$ cat config.mk
export PLATFORM = sky130hd
export DESIGN_NAME = arb_req_buffer
export DESIGN_NICKNAME = d
export VERILOG_FILES = /design/src/rtl/arb_pkg.sv /design/src/rtl/arb_req_buffer_sync_fifo.sv /design/src/rtl/arb_req_buffer.sv
export SDC_FILE = /design/constraint.sdc
export NUM_CORES = 1
export LEC_CHECK = 0
export ABC_AREA = 1
export ABC_CLOCK_PERIOD_IN_PS = 3420
export BUFFER_PORTS_ARGS = -buffer_cell sky130_fd_sc_hd__buf_2
export CAP_MARGIN = 15
export CORE_ASPECT_RATIO = 1.1
export CORE_MARGIN = 4
export CORE_UTILIZATION = 40
export CTS_CLUSTER_DIAMETER = 100
export DETAILED_ROUTE_END_ITERATION = 7
export GPL_TIMING_DRIVEN = 0
export HOLD_SLACK_MARGIN = 0.15
export PLACE_DENSITY = 0.55
export SKIP_CTS_REPAIR_TIMING = 1
export SYNTH_ARGS = -nofsm -noshare
export SYNTH_HDL_FRONTEND = slang
export SYNTH_SLANG_ARGS = --single-unit
export TNS_END_PERCENT = 1
$ cat constraint.sdc
create_clock -name clk -period 3.42 [get_ports clk]
set_input_delay 0.342 -clock clk [delete_from_list [all_inputs] [get_ports clk]]
set_output_delay 0.342 -clock clk [all_outputs]
set_load 0.01 [all_outputs]
$ cat src/rtl/arb_pkg.sv
// arb_pkg: shared client count, request-vector type and grant decode helpers
package arb_pkg;
  localparam int NUM_REQ = 4;
  localparam int ID_W = $clog2(NUM_REQ);
  typedef logic [NUM_REQ-1:0] req_vec_t;
  function automatic logic is_onehot(input req_vec_t v);
    return (v != '0) && ((v & (v - req_vec_t'(1))) == '0);
  endfunction
  function automatic logic [ID_W-1:0] onehot_to_idx(input req_vec_t v);
    logic [ID_W-1:0] idx;
    idx = '0;
    for (int i = 0; i < NUM_REQ; i++) idx = v[i] ? (idx | ID_W'(i)) : idx;
    return idx;
  endfunction
endpackage

$ cat src/rtl/arb_req_buffer_sync_fifo.sv
// sync_fifo: per-client circular buffer with occupancy count; DEPTH must be a power of two
module sync_fifo #(
  parameter int DATA_W = 8,
  parameter int DEPTH = 4
) (
  input  logic                     clk,
  input  logic                     rst,
  input  logic                     push,
  input  logic                     pop,
  input  logic [DATA_W-1:0]        din,
  output logic [DATA_W-1:0]        dout,
  output logic [$clog2(DEPTH):0]   count,
  output logic                     full,
  output logic                     empty
);
  localparam int AW = $clog2(DEPTH);
  localparam int CW = AW + 1;
  logic [DATA_W-1:0] r_mem [DEPTH];
  logic [AW-1:0] r_wr_ptr, r_rd_ptr;
  logic [CW-1:0] r_count;
  logic w_push, w_pop;
  assign full = r_count == CW'(DEPTH);
  assign empty = r_count == '0;
  assign w_push = push & !full;
  assign w_pop = pop & !empty;
  assign dout = r_mem[r_rd_ptr];
  assign count = r_count;
  // storage needs no reset: contents are only observable through a non-zero count
  always_ff @(posedge clk)
    if (w_push) r_mem[r_wr_ptr] <= din;
  // pointers wrap naturally at DEPTH; a simultaneous push and pop leaves the count unchanged
  always_ff @(posedge clk or posedge rst)
    if (rst) begin
      r_wr_ptr <= '0;
      r_rd_ptr <= '0;
      r_count <= '0;
    end else begin
      if (w_push) r_wr_ptr <= r_wr_ptr + AW'(1);
      if (w_pop) r_rd_ptr <= r_rd_ptr + AW'(1);
      r_count <= r_count + CW'(w_push) - CW'(w_pop);
    end
endmodule

$ cat src/rtl/arb_req_buffer.sv
// arb_req_buffer: per-client request FIFOs feeding a round-robin arbiter and a registered output slot
// Define ARB_REQ_BUF_ERR_EN to enable the sticky protocol error flag; otherwise err is tied low.
module arb_req_buffer
  import arb_pkg::*;
#(
  parameter int NUM_REQ = arb_pkg::NUM_REQ,
  parameter int DATA_W = 8,
  parameter int DEPTH = 4
) (
  input  logic                        clk,
  input  logic                        rst,
  input  logic [NUM_REQ-1:0]          in_valid,
  output logic [NUM_REQ-1:0]          in_ready,
  input  logic [NUM_REQ*DATA_W-1:0]   in_data,
  output logic [NUM_REQ-1:0]          req,
  input  logic [NUM_REQ-1:0]          grant,
  output logic                        out_valid,
  input  logic                        out_ready,
  output logic [DATA_W-1:0]           out_data,
  output logic [$clog2(NUM_REQ)-1:0]  out_id,
  output logic                        err
);
  localparam int IW = $clog2(NUM_REQ);
  localparam int CW = $clog2(DEPTH) + 1;
  logic [DATA_W-1:0] w_dout [NUM_REQ];
  logic [CW-1:0] w_count [NUM_REQ];
  logic [NUM_REQ-1:0] w_full, w_empty, w_push, w_pop, w_req_nxt, r_req;
  logic w_slot_free, w_onehot, w_any_pop;
  logic [IW-1:0] w_gidx;
  logic r_out_valid;
  logic [DATA_W-1:0] r_out_data;
  logic [IW-1:0] r_out_id;
  assign in_ready = ~w_full;
  assign w_push = in_valid & ~w_full;
  assign w_slot_free = !r_out_valid | out_ready;
  assign w_onehot = is_onehot(grant);
  assign w_gidx = onehot_to_idx(grant);
  assign w_pop = (w_onehot && w_slot_free) ? (grant & ~w_empty) : '0;
  assign w_any_pop = |w_pop;
  assign req = r_req;
  assign out_valid = r_out_valid;
  assign out_data = r_out_data;
  assign out_id = r_out_id;
  for (genvar i = 0; i < NUM_REQ; i++) begin : g_fifo
    sync_fifo #(.DATA_W(DATA_W), .DEPTH(DEPTH)) u_fifo (
      .clk(clk),
      .rst(rst),
      .push(w_push[i]),
      .pop(w_pop[i]),
      .din(in_data[i*DATA_W +: DATA_W]),
      .dout(w_dout[i]),
      .count(w_count[i]),
      .full(w_full[i]),
      .empty(w_empty[i])
    );
    assign w_req_nxt[i] = (w_count[i] + CW'(w_push[i]) - CW'(w_pop[i])) != '0;
  end
  // req mirrors the post-edge occupancy so it rises in the cycle right after the first push
  always_ff @(posedge clk or posedge rst)
    if (rst) r_req <= '0;
    else r_req <= w_req_nxt;
  // output slot: a pop reloads it (back-to-back when draining), otherwise out_ready empties it
  always_ff @(posedge clk or posedge rst)
    if (rst) begin
      r_out_valid <= 1'b0;
      r_out_data <= '0;
      r_out_id <= '0;
    end else if (w_any_pop) begin
      r_out_valid <= 1'b1;
      r_out_data <= w_dout[w_gidx];
      r_out_id <= w_gidx;
    end else if (out_ready) r_out_valid <= 1'b0;
`ifdef ARB_REQ_BUF_ERR_EN
  logic w_bad_grant, w_drop, r_err;
  assign w_bad_grant = (grant != '0) && (!w_onehot || (grant & w_empty) != '0);
  assign w_drop = |(in_valid & w_full);
  assign err = r_err;
  // sticky flag for grants to empty FIFOs, non-one-hot grants and dropped pushes
  always_ff @(posedge clk or posedge rst)
    if (rst) r_err <= 1'b0;
    else r_err <= r_err | w_bad_grant | w_drop;
`else
  assign err = 1'b0;
`endif
endmodule

After elaboration in Yosys (flattened, before gate mapping). Memory sizes are Yosys's and may differ from the RTL's. Cells that the tools add are included.

Register bits: 43. RAM bits: 128. Output and inout bits: 20. Logic and storage cells: 105. Memories: 4.

Add/sub/neg operators: 25. $lt $le $gt $ge: 1. Equal/unequal tests: 4. Muxes and demuxes: 17. Bitwise operators: 15. Reduce and logical (&&, ||, !) cells: 23.

Memory list: g_fifo[0].u_fifo.r_mem (depth 4, width 8, read ports 1, clocked after Yosys merged registers in 0, write ports 1, line arb_req_buffer_sync_fifo.sv:18) `logic [DATA_W-1:0] r_mem [DEPTH];`; g_fifo[1].u_fifo.r_mem (depth 4, width 8, read ports 1, clocked after Yosys merged registers in 0, write ports 1, line arb_req_buffer_sync_fifo.sv:18); g_fifo[2].u_fifo.r_mem (depth 4, width 8, read ports 1, clocked after Yosys merged registers in 0, write ports 1, line arb_req_buffer_sync_fifo.sv:18); g_fifo[3].u_fifo.r_mem (depth 4, width 8, read ports 1, clocked after Yosys merged registers in 0, write ports 1, line arb_req_buffer_sync_fifo.sv:18).

Operators with widths (count): adder 3 x 1 -> 3 bit (8); subtractor 3 x 1 -> 3 bit (8); adder 2 x 1 -> 2 bit (second input constant) (8); binary-select mux 8 bit (select 2 bit) (1); 2-to-1 mux 8 bit (2); AND 4 bit (3); equality test 3 bit (second input constant) (4); zero test 3 bit (4); nonzero test 3 bit (4); 2-to-1 mux 1 bit (11); zero test 1 bit (9); AND 1 bit (8); inverter 4 bit (2); zero test 4 bit (1); 2-to-1 mux 2 bit (2); 2-to-1 mux 4 bit (1); nonzero test 4 bit (1); OR reduction 4 bit (1); subtractor 4 x 1 -> 4 bit (second input constant) (1); >= comparator 3 bit (second input constant) (1); inverter 2 -> 3 bit (1); logical AND 1 bit (2); nonzero test 2 bit (1); bitwise OR 1 bit (1).

Depth between registers and ports, before layout.
Depth in word-level cells: 8. Depth in mapped cells: 14. Gate-level depth less buffers: 14.

Cells and area by module. A second synthesis with hierarchy kept.

Cells, all modules: 828. Area, all modules: 8306.7 um2.

Modules (own cells, without submodules): sync_fifo (times used 4, cells each 162, area each 1731.7 um2); arb_req_buffer (times used 1, cells each 180, area each 1380.1 um2).

Least setup slack after synthesis. No wires, ideal clock.

Path kind: flip-flop to flip-flop. Start point: register r_out_valid, in the netlist out_valid. End point: register g_fifo[3].u_fifo.r_count[2]. Library setup time: 0.133 ns. Arrival time: 1.974 ns. Data required time: 3.287 ns. Path slack: 1.313 ns. Cell stages (with the launch flop): 12. Path buffers: 0. Cells stage by stage: dfrtp_1 nand2_1 nand3_1 nor2_8 nand2_2 inv_1 ha_1 inv_1 ha_1 inv_1 fa_1 xor2_1.

Word-level cells in the longest chain between the ends: 6.

Ends and longest elaborated chain: start, declared (line arb_req_buffer.sv:30) `logic r_out_valid;`; start signal, assigned (line arb_req_buffer.sv:65) `r_out_valid <= 1'b0;`; start signal, assigned (line arb_req_buffer.sv:69) `r_out_valid <= 1'b1;`; start signal, assigned (line arb_req_buffer.sv:72) `end else if (out_ready) r_out_valid <= 1'b0;`; zero test 1 bit (line arb_req_buffer.sv:35) `assign w_slot_free = !r_out_valid | out_ready;`; bitwise OR 1 bit (line arb_req_buffer.sv:35); logical AND 1 bit (line arb_req_buffer.sv:38) `assign w_pop = (w_onehot && w_slot_free) ? (grant & ~w_empty) : '0;`; 2-to-1 mux 4 bit (line arb_req_buffer.sv:38); AND 1 bit (line arb_req_buffer_sync_fifo.sv:25) `assign w_pop = pop & !empty;`; via g_fifo[3].u_fifo.w_pop (line arb_req_buffer_sync_fifo.sv:21) `logic w_push, w_pop;`; subtractor 3 x 1 -> 3 bit (line arb_req_buffer_sync_fifo.sv:40) `r_count <= r_count + CW'(w_push) - CW'(w_pop);`; end signal, assigned (line arb_req_buffer_sync_fifo.sv:40); end, declared (line arb_req_buffer_sync_fifo.sv:20) `logic [CW-1:0] r_count;`.

The timed path passes the listed nets, and every way through them passes these cells. A chain may end at the register's enable or synchronous reset.

Worst setup path after layout.
Start point: register r_out_valid, in the netlist out_valid. End point: register r_req[0], in the netlist req[0].

Word-level cells in the longest chain between the ends: 6.

Ends and longest elaborated chain: zero test 1 bit (line arb_req_buffer.sv:35); bitwise OR 1 bit (line arb_req_buffer.sv:35); logical AND 1 bit (line arb_req_buffer.sv:38); 2-to-1 mux 4 bit (line arb_req_buffer.sv:38); subtractor 3 x 1 -> 3 bit (line arb_req_buffer.sv:56) `assign w_req_nxt[i] = (w_count[i] + CW'(w_push[i]) - CW'(w_pop[i])) != '0;`; nonzero test 3 bit (line arb_req_buffer.sv:56); via w_req_nxt[0] (line arb_req_buffer.sv:27) `logic [NUM_REQ-1:0] w_full, w_empty, w_push, w_pop, w_req_nxt, r_req;`; end signal, assigned (line arb_req_buffer.sv:61) `else r_req <= w_req_nxt;`; end, declared (line arb_req_buffer.sv:27).

The timed path passes the listed nets, and every way through them passes these cells.

==> flow_summary.ini <==
[run_status]
status = completed

[cts]
cts.sink_count = 171
htreeDepth = 4
clock_path_buffers = 2
root_buffer = clkbuf_16
cts_buffers = 17
clk-insertion-delay-late_ns = 0.43
cts_tree = built
clkTransAtPathRegs_ns = 0.07

[global_route]
grt_pass1_vias = 5047
grt_start_max_net_pins = 38
grt_pass1_wl_mm = 27.24
globalRouteTotalUtil = 0.1603
gr-total-overflow = 0
antenna_found_initial = 2

[timing]
finalHoldViolations = 0
setup_slack_ns = 1.075
tightest_slew_ns = 0.8600
fmax_mhz = 426.4
tns_ns = 0
setup_viol = 0
layout_min_cycle_time_ns = 2.345
slew-limit-headroom = 0.4246
drv_slew = 0
fin_hold_ws_ns = 0.1616
fin_crit_sh = 0.6857
rsz0062_at_grt = no
finalClockSkew_ns = 0.01513

[routing]
routed_wl_mm = 17.08
drtIter0Drc = 211
postRouteAntennaNets = 0
vias = 5198
firstDrtPassIters = 4
drc = 0
detail_route.wl_per_cell_um = 14.87
avgViaCountPerCell = 4.528

[setup_path]
cp_slowest_cell = dfrtp_1
worstPathMaxFanout = 6
cp_cell_sequence = nand2_1 > nand3_1 > nor2_8 > nand2_2 > inv_1 > ha_1 > inv_1 > ha_1 > fa_1 > nor2_1 > nand3_1
cp.buffers_inverters = 2
rr_startpoint = out_valid
cp-start-kind = register
crit_required_ns = 3.72
critical-path-max-stage-delay_ns = 0.42
arrival_ns = 2.65
cp_top_family = simple AND/OR/NAND/NOR gates
cp-end-kind = register
crit_type = register to register
worstSetupStartpoint = out_valid

[floorplanning]
die_h_um = 156.4
core_um2 = 19730
dieArea_um2 = 22340
die_w_um = 142.9
boundaryPins = 63
initial_core_util = 0.4056
rows = 54

[logic_synthesis]
yosysWarnings = 0
synthesis.nets = 853
ys_seq_elements = 171
syn_area_um2 = 8003
synth_cells = 770
yosysSeqAreaShare = 0.6148
synth_area_per_cell_um2 = 10.39
synth_cell_type_count = 28

[placement]
detailed_place_hpwl_mm = 11.99
place_congestion = 0.7524
placed_cell_area_um2 = 8643
numPortBuffers = 61
pre_cts_ws_ns = 0.9303

[power]
power_density_nw_per_um2 = 802.3
leakage_nw = 4.356
vdd_drop_max_v = 0.0003864

[flow_run]
maxCapViolCount = 0

[finish]
fill_cells = 1832
syn_to_final_growth_pct = 19.17
final_cell_mix = nand2_1, edfxtp_1, inv_1
final_area_um2 = 9537
diodes = 0
num-nets-final = 966
drive_gt1_frac = 0.1719
final_common_cell = nand2_1

[min_path]
hold_path_class = primary input to register
hp-start = in_data[17]
power by group:
group | internal (mW) | switching (mW)
Clock | 1.07 | 0.808
Combinational | 0.940 | 1.77
Sequential | 2.83 | 0.231
Total | 4.84 | 2.81
per-layer routing:
layer	global-route usage	vias up	part of all wire
met4	0.04301	4	0.0087
met5	0	-	0.0016
li1	-	2679	-
met2	0.2583	85	0.49
met1	0.2161	2418	0.46
met3	0.04218	12	0.045
worst reg2reg max path: cells and delay by family (launching register included):
family / cells / cell delay, ns
adder cells (fa/ha/maj): 3 / 0.79
AND/OR/NAND/NOR: 6 / 0.89
flip-flops: 1 / 0.42
buffers and inverters: 2 / 0.15
cell type report:
cell class | instances | area [um2] | area share
buffer | 22 | 120.1 | 0.01260
clock buffer | 17 | 425.4 | 0.04461
clock inverter | 15 | 147.6 | 0.01548
inverter | 124 | 465.4 | 0.04881
multi-input combinational | 453 | 2497 | 0.2619
sequential | 171 | 4920 | 0.5159
tap | 252 | 315.3 | 0.03306
timing repair buffer | 94 | 645.6 | 0.06770
synthesized netlist by cell type, drive strengths merged:
master	n	area [um2]
inv	124	465.4
clkbuf	3	11.26
buf	19	108.9
or2	12	75.08
o21ai	6	52.55
nand2	220	863.3
nor2	56	246.5
fa	8	160.2
ha	32	400.4
xnor2	3	26.28
nand3	98	535.5
edfxtp	128	3844
xor2	13	113.9
conb	1	3.750
dfrtp	43	1076
a21oi	4	20.02
flip-flops by register name (all words and copies together) (netlist names):
name	flops
g_fifo.u_fifo.r_rd_ptr	8
g_fifo.u_fifo.r_wr_ptr	8
out_id	2
out_valid	1
g_fifo.u_fifo.r_mem	128
g_fifo.u_fifo.count	12
out_data	8
req	4
path summary, 6_finish.rpt:
kind	end	slack [ns]	cells past startpoint
max reg2reg	req[0]	1.07	11
min reg2reg	out_id[0]	0.53	2
min in group asynchronous	req[0]	0.35	3
max	req[0]	1.07	11
max in group asynchronous	req[1]	2.60	4
min	g_fifo[2].u_fifo.r_mem[1][1]	0.16	1
cell families (layout without fill, tap and decap cells):
logic type               Yosys count  in the layout  share of synthesized area
buffers and inverters            146            272                    0.07317
AO/OA/AOI/OAI                     10             10                   0.009068
other                              1              1                  0.0004686
flip-flops                       171            171                     0.6148
adder cells (fa/ha/maj)           40             40                    0.07004
AND/OR/NAND/NOR                  386            386                     0.2150
XOR/XNOR                          16             16                    0.01751
metrics by stage:
step,power [mW],utilization,instances
2_1_floorplan,4.974,-,770
3_3_place_gp,5.802,0.4371,1083
3_5_place_dp,5.833,0.4381,1084
4_1_cts,7.734,0.4671,1116
5_1_grt,8.296,0.4834,1148
6_report,7.651,0.4834,1148
(Power assumes the default switching activity.)
